$ cat src/rtl/spad_row_broadcaster.sv
`default_nettype none
// ============================================================================
// Module   : spad_row_broadcaster
// Purpose  : Read side of the input scratchpad. Walks an inclusive, wrapping
//            address range, issues one SPAD read per cycle (unless held off)
//            and broadcasts every returned word, tagged with its address and
//            a valid strobe, to all row routers in parallel.
// Revision : 1.0 - initial release
// ----------------------------------------------------------------------------
// Parameters
//   SPAD_DATA_WIDTH   : width of one SPAD word
//   ADDR_WIDTH        : SPAD address width
//   SPAD_READ_LATENCY : cycles from o_spad_re to valid i_spad_data (1..4)
// Ports
//   i_clk         in   clock
//   i_rst         in   synchronous active-high reset
//   i_reg_clear   in   synchronous abort, identical effect to i_rst
//   i_start       in   one-cycle pulse, latches the range and starts a pass
//   i_start_addr  in   first address of the pass
//   i_end_addr    in   last address of the pass (inclusive)
//   i_hold        in   backpressure, blocks new reads while high
//   o_spad_addr   out  SPAD read address (registered)
//   o_spad_re     out  SPAD read enable (registered)
//   i_spad_data   in   SPAD read data
//   o_data        out  broadcast word
//   o_addr        out  address of the broadcast word
//   o_data_valid  out  broadcast strobe
//   o_busy        out  high while reading or draining
//   o_done        out  one-cycle pulse at the end of a pass
// ============================================================================
module spad_row_broadcaster #(
   parameter int SPAD_DATA_WIDTH   = 64,
   parameter int ADDR_WIDTH        = 8,
   parameter int SPAD_READ_LATENCY = 1
) (
   input  logic                       i_clk,
   input  logic                       i_rst,
   input  logic                       i_reg_clear,
   input  logic                       i_start,
   input  logic [ADDR_WIDTH-1:0]      i_start_addr,
   input  logic [ADDR_WIDTH-1:0]      i_end_addr,
   input  logic                       i_hold,
   output logic [ADDR_WIDTH-1:0]      o_spad_addr,
   output logic                       o_spad_re,
   input  logic [SPAD_DATA_WIDTH-1:0] i_spad_data,
   output logic [SPAD_DATA_WIDTH-1:0] o_data,
   output logic [ADDR_WIDTH-1:0]      o_addr,
   output logic                       o_data_valid,
   output logic                       o_busy,
   output logic                       o_done
);

   // ------------------------------------------------------------------------
   // Constants
   // ------------------------------------------------------------------------
   localparam int                    CNT_WIDTH  = ADDR_WIDTH + 1;
   localparam int                    PIPE_LAST  = SPAD_READ_LATENCY - 1;
   localparam logic [ADDR_WIDTH-1:0] C_ADDR_ONE = ADDR_WIDTH'(1);
   localparam logic [CNT_WIDTH-1:0]  C_CNT_ONE  = CNT_WIDTH'(1);

   typedef enum logic [1:0] {
      ST_IDLE  = 2'd0,
      ST_READ  = 2'd1,
      ST_DRAIN = 2'd2,
      ST_DONE  = 2'd3
   } state_e;

   // ------------------------------------------------------------------------
   // State
   // ------------------------------------------------------------------------
   state_e                     state_q;
   logic [ADDR_WIDTH-1:0]      cur_addr_q;
   logic [CNT_WIDTH-1:0]       count_q;
   logic [ADDR_WIDTH-1:0]      o_spad_addr_q;
   logic                       o_spad_re_q;
   logic                       o_busy_q;
   logic                       o_done_q;

   // Return pipeline: {valid, addr} travelling alongside each SPAD read.
   logic [ADDR_WIDTH:0]        pipe_q [SPAD_READ_LATENCY];

   logic [SPAD_DATA_WIDTH-1:0] o_data_q;
   logic [ADDR_WIDTH-1:0]      o_addr_q;
   logic                       o_data_valid_q;

   // ------------------------------------------------------------------------
   // Combinational helpers
   // ------------------------------------------------------------------------
   logic [CNT_WIDTH-1:0] start_count_d;
   logic                 in_flight;
   logic [ADDR_WIDTH:0]  ret_tail;

   // The count is one wider than an address so a full-wrap pass of
   // 2^ADDR_WIDTH words is representable; start == end gives one word.
   assign start_count_d = {1'b0, i_end_addr - i_start_addr} + C_CNT_ONE;

   assign ret_tail = pipe_q[PIPE_LAST];

   // A read is in flight from the cycle its enable is on the SPAD pins until
   // it leaves the last return stage. The word captured from the last stage
   // is already on the output, so it does not hold off the DONE transition;
   // that places o_done on the cycle right after the final valid.
   always_comb begin
      in_flight = o_spad_re_q;
      for (int i = 0; i < SPAD_READ_LATENCY; i++) begin
         in_flight = in_flight | pipe_q[i][ADDR_WIDTH];
      end
   end

   // ------------------------------------------------------------------------
   // Control FSM with registered read port and status outputs
   // ------------------------------------------------------------------------
   always_ff @(posedge i_clk) begin
      if (i_rst || i_reg_clear) begin
         state_q       <= ST_IDLE;
         cur_addr_q    <= '0;
         count_q       <= '0;
         o_spad_addr_q <= '0;
         o_spad_re_q   <= 1'b0;
         o_busy_q      <= 1'b0;
         o_done_q      <= 1'b0;
      end else begin
         o_spad_re_q <= 1'b0;
         o_done_q    <= 1'b0;

         case (state_q)
            ST_IDLE: begin
               if (i_start) begin
                  cur_addr_q <= i_start_addr;
                  count_q    <= start_count_d;
                  o_busy_q   <= 1'b1;
                  state_q    <= ST_READ;
               end
            end

            ST_READ: begin
               // Hold only blocks issuing; the address and count freeze.
               if (!i_hold) begin
                  o_spad_re_q   <= 1'b1;
                  o_spad_addr_q <= cur_addr_q;
                  cur_addr_q    <= cur_addr_q + C_ADDR_ONE;
                  count_q       <= count_q - C_CNT_ONE;
                  if (count_q == C_CNT_ONE) begin
                     state_q <= ST_DRAIN;
                  end
               end
            end

            ST_DRAIN: begin
               if (!in_flight) begin
                  o_busy_q <= 1'b0;
                  o_done_q <= 1'b1;
                  state_q  <= ST_DONE;
               end
            end

            ST_DONE: begin
               // Not IDLE yet, so a start arriving alongside o_done is dropped.
               state_q <= ST_IDLE;
            end

            default: begin
               state_q <= ST_IDLE;
            end
         endcase
      end
   end

   // ------------------------------------------------------------------------
   // Return pipeline: stage 0 captures what is on the SPAD pins this cycle,
   // so the last stage lines up with i_spad_data for that read.
   // ------------------------------------------------------------------------
   always_ff @(posedge i_clk) begin
      if (i_rst || i_reg_clear) begin
         for (int i = 0; i < SPAD_READ_LATENCY; i++) begin
            pipe_q[i] <= '0;
         end
      end else begin
         pipe_q[0] <= {o_spad_re_q, o_spad_addr_q};
         for (int i = 1; i < SPAD_READ_LATENCY; i++) begin
            pipe_q[i] <= pipe_q[i-1];
         end
      end
   end

   // ------------------------------------------------------------------------
   // Broadcast register: data and address hold while no word is presented.
   // ------------------------------------------------------------------------
   always_ff @(posedge i_clk) begin
      if (i_rst || i_reg_clear) begin
         o_data_q       <= '0;
         o_addr_q       <= '0;
         o_data_valid_q <= 1'b0;
      end else begin
         o_data_valid_q <= ret_tail[ADDR_WIDTH];
         if (ret_tail[ADDR_WIDTH]) begin
            o_data_q <= i_spad_data;
            o_addr_q <= ret_tail[ADDR_WIDTH-1:0];
         end
      end
   end

   // ------------------------------------------------------------------------
   // Outputs
   // ------------------------------------------------------------------------
   assign o_spad_addr  = o_spad_addr_q;
   assign o_spad_re    = o_spad_re_q;
   assign o_data       = o_data_q;
   assign o_addr       = o_addr_q;
   assign o_data_valid = o_data_valid_q;
   assign o_busy       = o_busy_q;
   assign o_done       = o_done_q;

endmodule
`default_nettype wire

$ cat config.mk
export PLATFORM = sky130hd
export DESIGN_NAME = spad_row_broadcaster
export DESIGN_NICKNAME = d
export VERILOG_FILES = /design/src/rtl/spad_row_broadcaster.sv
export SDC_FILE = /design/constraint.sdc
export NUM_CORES = 1
export LEC_CHECK = 0
export CORE_MARGIN = 5
export CORE_UTILIZATION = 45
export DETAILED_ROUTE_END_ITERATION = 8
export HOLD_SLACK_MARGIN = 0.05
export PLACE_DENSITY_LB_ADDON = 0.12
export SYNTH_ARGS = -nofsm -noshare
export SYNTH_HDL_FRONTEND = slang
export SYNTH_SLANG_ARGS = --single-unit
$ cat constraint.sdc
create_clock -name i_clk -period 2.45 [get_ports i_clk]
set_input_delay 0.245 -clock i_clk [delete_from_list [all_inputs] [get_ports i_clk]]
set_output_delay 0.245 -clock i_clk [all_outputs]
set_load 0.03 [all_outputs]
# After elaboration in Yosys (flattened, before gate mapping)
# Memories as Yosys holds them, arrays and structs flattened.
# Index checks and enable logic that the tools add are counted.
# classes
addsub	4
eq_ne	8
mux	21
bitwise	4
n_reduce_logical	11
# ops
operator	n
9-bit two-way mux	3
9-bit one-hot mux with 2 select lines	1
8-bit two-way mux	2
8-bit one-hot mux with 2 select lines	1
8-bit by 1-bit adder with 9-bit output, second input constant	1
9-bit by 1-bit == test with 1-bit output, second input constant	1
9-bit OR reduction	1
9-bit by 1-bit subtractor with 9-bit output, second input constant	1
8-bit by 1-bit adder with 8-bit output, second input constant	1
1-bit two-way mux	8
2-bit two-way mux	4
2-bit != test, second input constant	4
2-bit one-hot mux with 4 select lines	1
8-bit subtractor	1
3-bit AND reduction	2
2-bit == test, second input constant	2
4-bit AND reduction	1
2-bit nonzero test	2
2-bit OR reduction	2
1-bit NOT	3
2-bit by 1-bit == test with 1-bit output, second input constant	1
2-bit logical NOT	1
1-bit one-hot mux with 2 select lines	1
2-bit AND reduction	1
2 further kinds	2
# totals
regBits	103
ramBits	9
in_bits	85
output_inout_bits	84
word_cells	59
mem_count	1
# mem_list
name	depth	word_bits	read_ports	rd_ports_with_merged_regs	write_ports	line	source
pipe_q	1	9	1	0	1	80	logic [ADDR_WIDTH:0] pipe_q [SPAD_READ_LATENCY];

# Longest topological paths before layout
# logic_depth
ltp_word	4
depth_mapped	11
depth_no_buf	11

# Worst setup path before layout
# OpenSTA, ideal clock, no wires.
# synth_timing
path_type	input -> register
start	in i_end_addr[0]
end	reg count_q[5]
setup_time_ps	91
t_arrival_ps	2162
required_time_ps	2359
slack_ps	197
cell_stages	11
n_path_buf	0
path_cell_list	inv_1 > ha_1 > inv_1 > fa_1 > a211oi_2 > nor2_1 > nor3_2 > mux2i_1 > o211ai_2 > xnor2_1 > a311oi_1
# synth_between
elab_chain_cells	4
# synth_lines
element	line	source
from (decl)	41	input logic [ADDR_WIDTH-1:0] i_end_addr,
8-bit subtractor	95	assign start_count_d = {1'b0, i_end_addr - i_start_addr} + C_CNT_ONE;
8-bit by 1-bit adder with 9-bit output	95	
9-bit two-way mux	128	if (i_start) begin
9-bit one-hot mux with 2 select lines	126	case (state_q)
to (signal assigned)	130	count_q <= start_count_d;
to (signal assigned)	142	count_q <= count_q - C_CNT_ONE;
to (decl)	73	logic [CNT_WIDTH-1:0] count_q;
# Every way passes these cells. The select of a mux whose other input is x is not followed.
# A chain may end at the register's enable or synchronous reset.

# Worst setup path in the final report
# layout_timing
start	in i_start_addr[1]
end	reg count_q[7]
# layout_between
elab_chain_cells	4
# layout_lines
element	line	source
from (decl)	40	input logic [ADDR_WIDTH-1:0] i_start_addr,
8-bit subtractor	95	
8-bit by 1-bit adder with 9-bit output	95	
9-bit two-way mux	128	
9-bit one-hot mux with 2 select lines	126	
# Every way passes these cells. The select of a mux whose other input is x is not followed.

==> results.md <==
* DP HPWL at 9494 µm
* Synth Area in Adders at 4.306%
* First-pass GRT wire length at 20000 µm
* Largest cells by area after synthesis: dfxtp_1 (46%), mux2i_1 (16%), nor2_1 (8.4%), ha_1 (3.9%), nand2_1 (3.2%)
* Pre-CTS setup slack at -0.3835 ns
* Flops & latches, synth at 112
* Synth Area in Simple Gates at 16.84%
* FMAX at 0.4475 GHz
* Syn. warnings at 0
* Top cell by count, worst path: buf_4
* Vias in the first global route at 4155
* Average size of a mapped cell at 9.223 µm²
* Fin nets at 804
* Synthesized cell area at 4823 µm²
* Die Height at 113.5 µm
* Leakage power at 0.002505 µW
* WL final at 12380 µm
* Largest family of logic cells by synthesized area: simple AND/OR/NAND/NOR gates
* Max IR drop VDD at 0.4017 mV
* Starting Density at 46.51%
* Layout cells sized above 1 at 9.463%
* Post-synthesis async set-or-reset flop share at 0%
* CTS tree: built
* Area of the core at 10370 µm²
* Slowest stage delay, CP at 0.48 ns
* CP required at 2.68 ns
* Area growth from synthesis to layout at 46.98%
* Area leader, netlist: dfxtp_1
* Min cycle time layout at 2.235 ns
* Yosys top cell area share at 46.49%
* Largest net degree at the start of global routing at 41
* N_diodes at 0
* Pre-antenna DRT Iters at 4
* Vias per cell at 4.994
* WP data arrival at 2.47 ns
* Die W at 113.5 µm
* Routed via count at 4215
* Placed cell area at 6788 µm²
* CP Cell Sequence: clkdlybuf4s50_1 > inv_1 > fa_2 > a211oi_4 > buf_4 > o21ba_4 > nor3_4 > buf_4 > buf_4 > nand3_1 > nor2_2 > xnor2_1 > o22ai_1
* GRT Total Usage at 18.76%
* Outcome: finished clean
* Synth cell types at 51
* Initial DRC count at 187
* Clock Path Buffers at 2
* Worst min path class: in -> reg
* Die area at 12890 µm²
* Antenna-violating nets left at 0
* Max_cap viols at 0
* Setup clock skew after layout at 0.01227 ns
* Synth Flop Type: dfxtp_1
* Sequential fraction of the synthesis area at 46.49%
* Crit path max fanout at 3
* Cell row count at 37
* Remaining routing DRC violations at 0
* I/O pins at 169
* Cell count after synthesis at 523
* Total congestion overflow at 0
* Crit. End Element: flop
* Period Utilization, post-route at 91.22%
* Clk sinks at 112
* CTS buffer count at 9
* Worst setup margin at 0.2152 ns
* # port buffers at 168
* Pins Over Slew Limit at 0
* Wirelength per Cell at 14.67 µm
* Max_slew headroom at 67.40%
* Worst-Margin Slew at 0.4872 ns
* Initial antenna violation count at 0
* Clock H-tree levels at 3
* Post-synth EDFFs at 0
* CP startpoint kind: input pin
* Clock Root Buffer: clkbuf_8
* Setup-failing EPs final at 0
* Worst skew pair latency at 0.36 ns
* Fillers at 853
* Fraction of synthesized cell area in xor and xnor cells at 2.516%
* Routability cong. at 0.8177
* Hold Buf Count CTS at 0
* Power, Total at 3664 µW
* Setup Crit Path Kind: in -> reg
* Post-synthesis compound-gate area fraction at 10.43%
* RSZ-0062 raised after global routing: no
* Final instance area at 7089 µm²
* Post-synthesis mux area share at 15.56%
* Cell Pwr Density at 516.8 nW/µm²
* Syn_nets at 624
* Reg clk slew, reported paths at 0.10 ns
* Slowest cell on the critical path: clkdlybuf4s50_1
* Final hold vios at 0
==> metal layers <==
layer  routed length, µm  vias to the layer above  part of all wire, %  global-route usage [%]
li1                    -                     2133                    -                       -
met1                5419                     1954                   44                   23.31
met2                6103                      116                   49                   32.74
met3                 712                       12                  5.7                   4.615
met4                 148                        0                  1.2                   4.407
met5                   0                        -                    0                       0
==> flip-flops by register name, indices dropped and copies added, names as in the netlist <==
signal	flops
o_spad_addr	8
state_q	2
o_spad_re	1
pipe_q	9
o_data_valid	1
o_addr	8
count_q	9
o_done	1
o_busy	1
o_data	64
cur_addr_q	8
==> where the power goes <==
| part | total (µW) | switching, µW | internal [µW] |
|---|---|---|---|
| combinational | 649 | 302 | 347 |
| sequential | 1860 | 23.8 | 1840 |
| clock | 1150 | 612 | 538 |
==> synth_stat cells, types with 4 or more instances <==
cell type and number:
dfxtp_1 112, nor2_1 108, mux2i_1 75, nand2_1 41, a21oi_1 23, clkbuf_1 17, ha_1 15, inv_1 14
o21ai_0 13, and2_1 10, xnor2_1 10, a22oi_1 8, buf_1 7, nand3_1 6, o22ai_1 5, nand2b_1 4
o211ai_1 4
==> metrics by stage <==
stage / util, % / TNS, ns / hold slack (ns) / cells
after floorplan: - / 0 / 0.3924 / 523
after global placement: 65.46 / -0.8457 / 0.4477 / 824
after detailed placement: 65.46 / -1.280 / 0.4537 / 824
after CTS: 67.58 / 0 / 0.4660 / 840
after global routing: 68.36 / 0 / 0.3611 / 844
final: 68.36 / 0 / 0.3425 / 844
==> cells in the final DEF, fill, tap and decap left out, drive strengths merged, types with 2 or more instances in the layout <==
cell and n:
nor2 108, and2 10, nor3 4, xor2 3, a211o 2, o22ai 5, clkbuf 11, inv 16
buf 31, nand2 41, o21a 2, nand3 7, and3 3, mux2i 75, dlymetal6s2s 2, clkdlybuf4s50 166
a21oi 24, ha 15, a311oi 3, o21ai 13, dfxtp 112, nor4 3, xnor2 10, a22oi 8
or2 3, o211ai 5, nand2b 4, a211oi 5
==> area by class of cell <==
class / count / area [µm²] / area share, %
tap: 136 / 170.2 / 2.400
sequential: 112 / 2246 / 31.68
timing repair buffer: 199 / 1961 / 27.66
clock inverter: 5 / 62.56 / 0.8825
clock buffer: 11 / 151.4 / 2.136
multi-input combinational: 367 / 2446 / 34.50
inverter: 14 / 52.55 / 0.7413
==> worst paths after layout <==
check | startpoint | endpoint | slack [ns] | cells past startpoint
setup / recovery | i_start_addr[1] | count_q[7] | 0.22 | 13
hold / removal | i_start_addr[0] | cur_addr_q[0] | 0.34 | 4
setup reg to reg | count_q[2] | state_q[0] | 0.52 | 6
hold reg to reg | o_spad_addr[5] | o_spad_addr[5] | 0.47 | 2
==> kinds of logic (layout without fill, tap and decap cells) <==
| logic type | after synthesis | in the layout |
|---|---|---|
| fa+ha+maj | 16 | 16 |
| xor+xnor | 13 | 13 |
| compound gates | 75 | 75 |
| mux | 75 | 75 |
| buf+inv | 44 | 229 |
| simple gates | 188 | 188 |
| flops | 112 | 112 |
==> critical path: cells and delay by family <==
family,cells,cell delay (ns)
buffers and inverters,5,0.96
AO/OA/AOI/OAI,3,0.56
adder cells (fa/ha/maj),1,0.38
AND/OR/NAND/NOR,3,0.17
XOR/XNOR,1,0.15
==> timing repair <==
action                                  in CTS  in global routing
gates cloned                                 0                  0
pin swaps                                    0                 10
buffers inserted                             0                  4
endpoints found under the setup margin       1                  2
gates resized for setup                      1                 12
(Power assumes the default switching activity.)
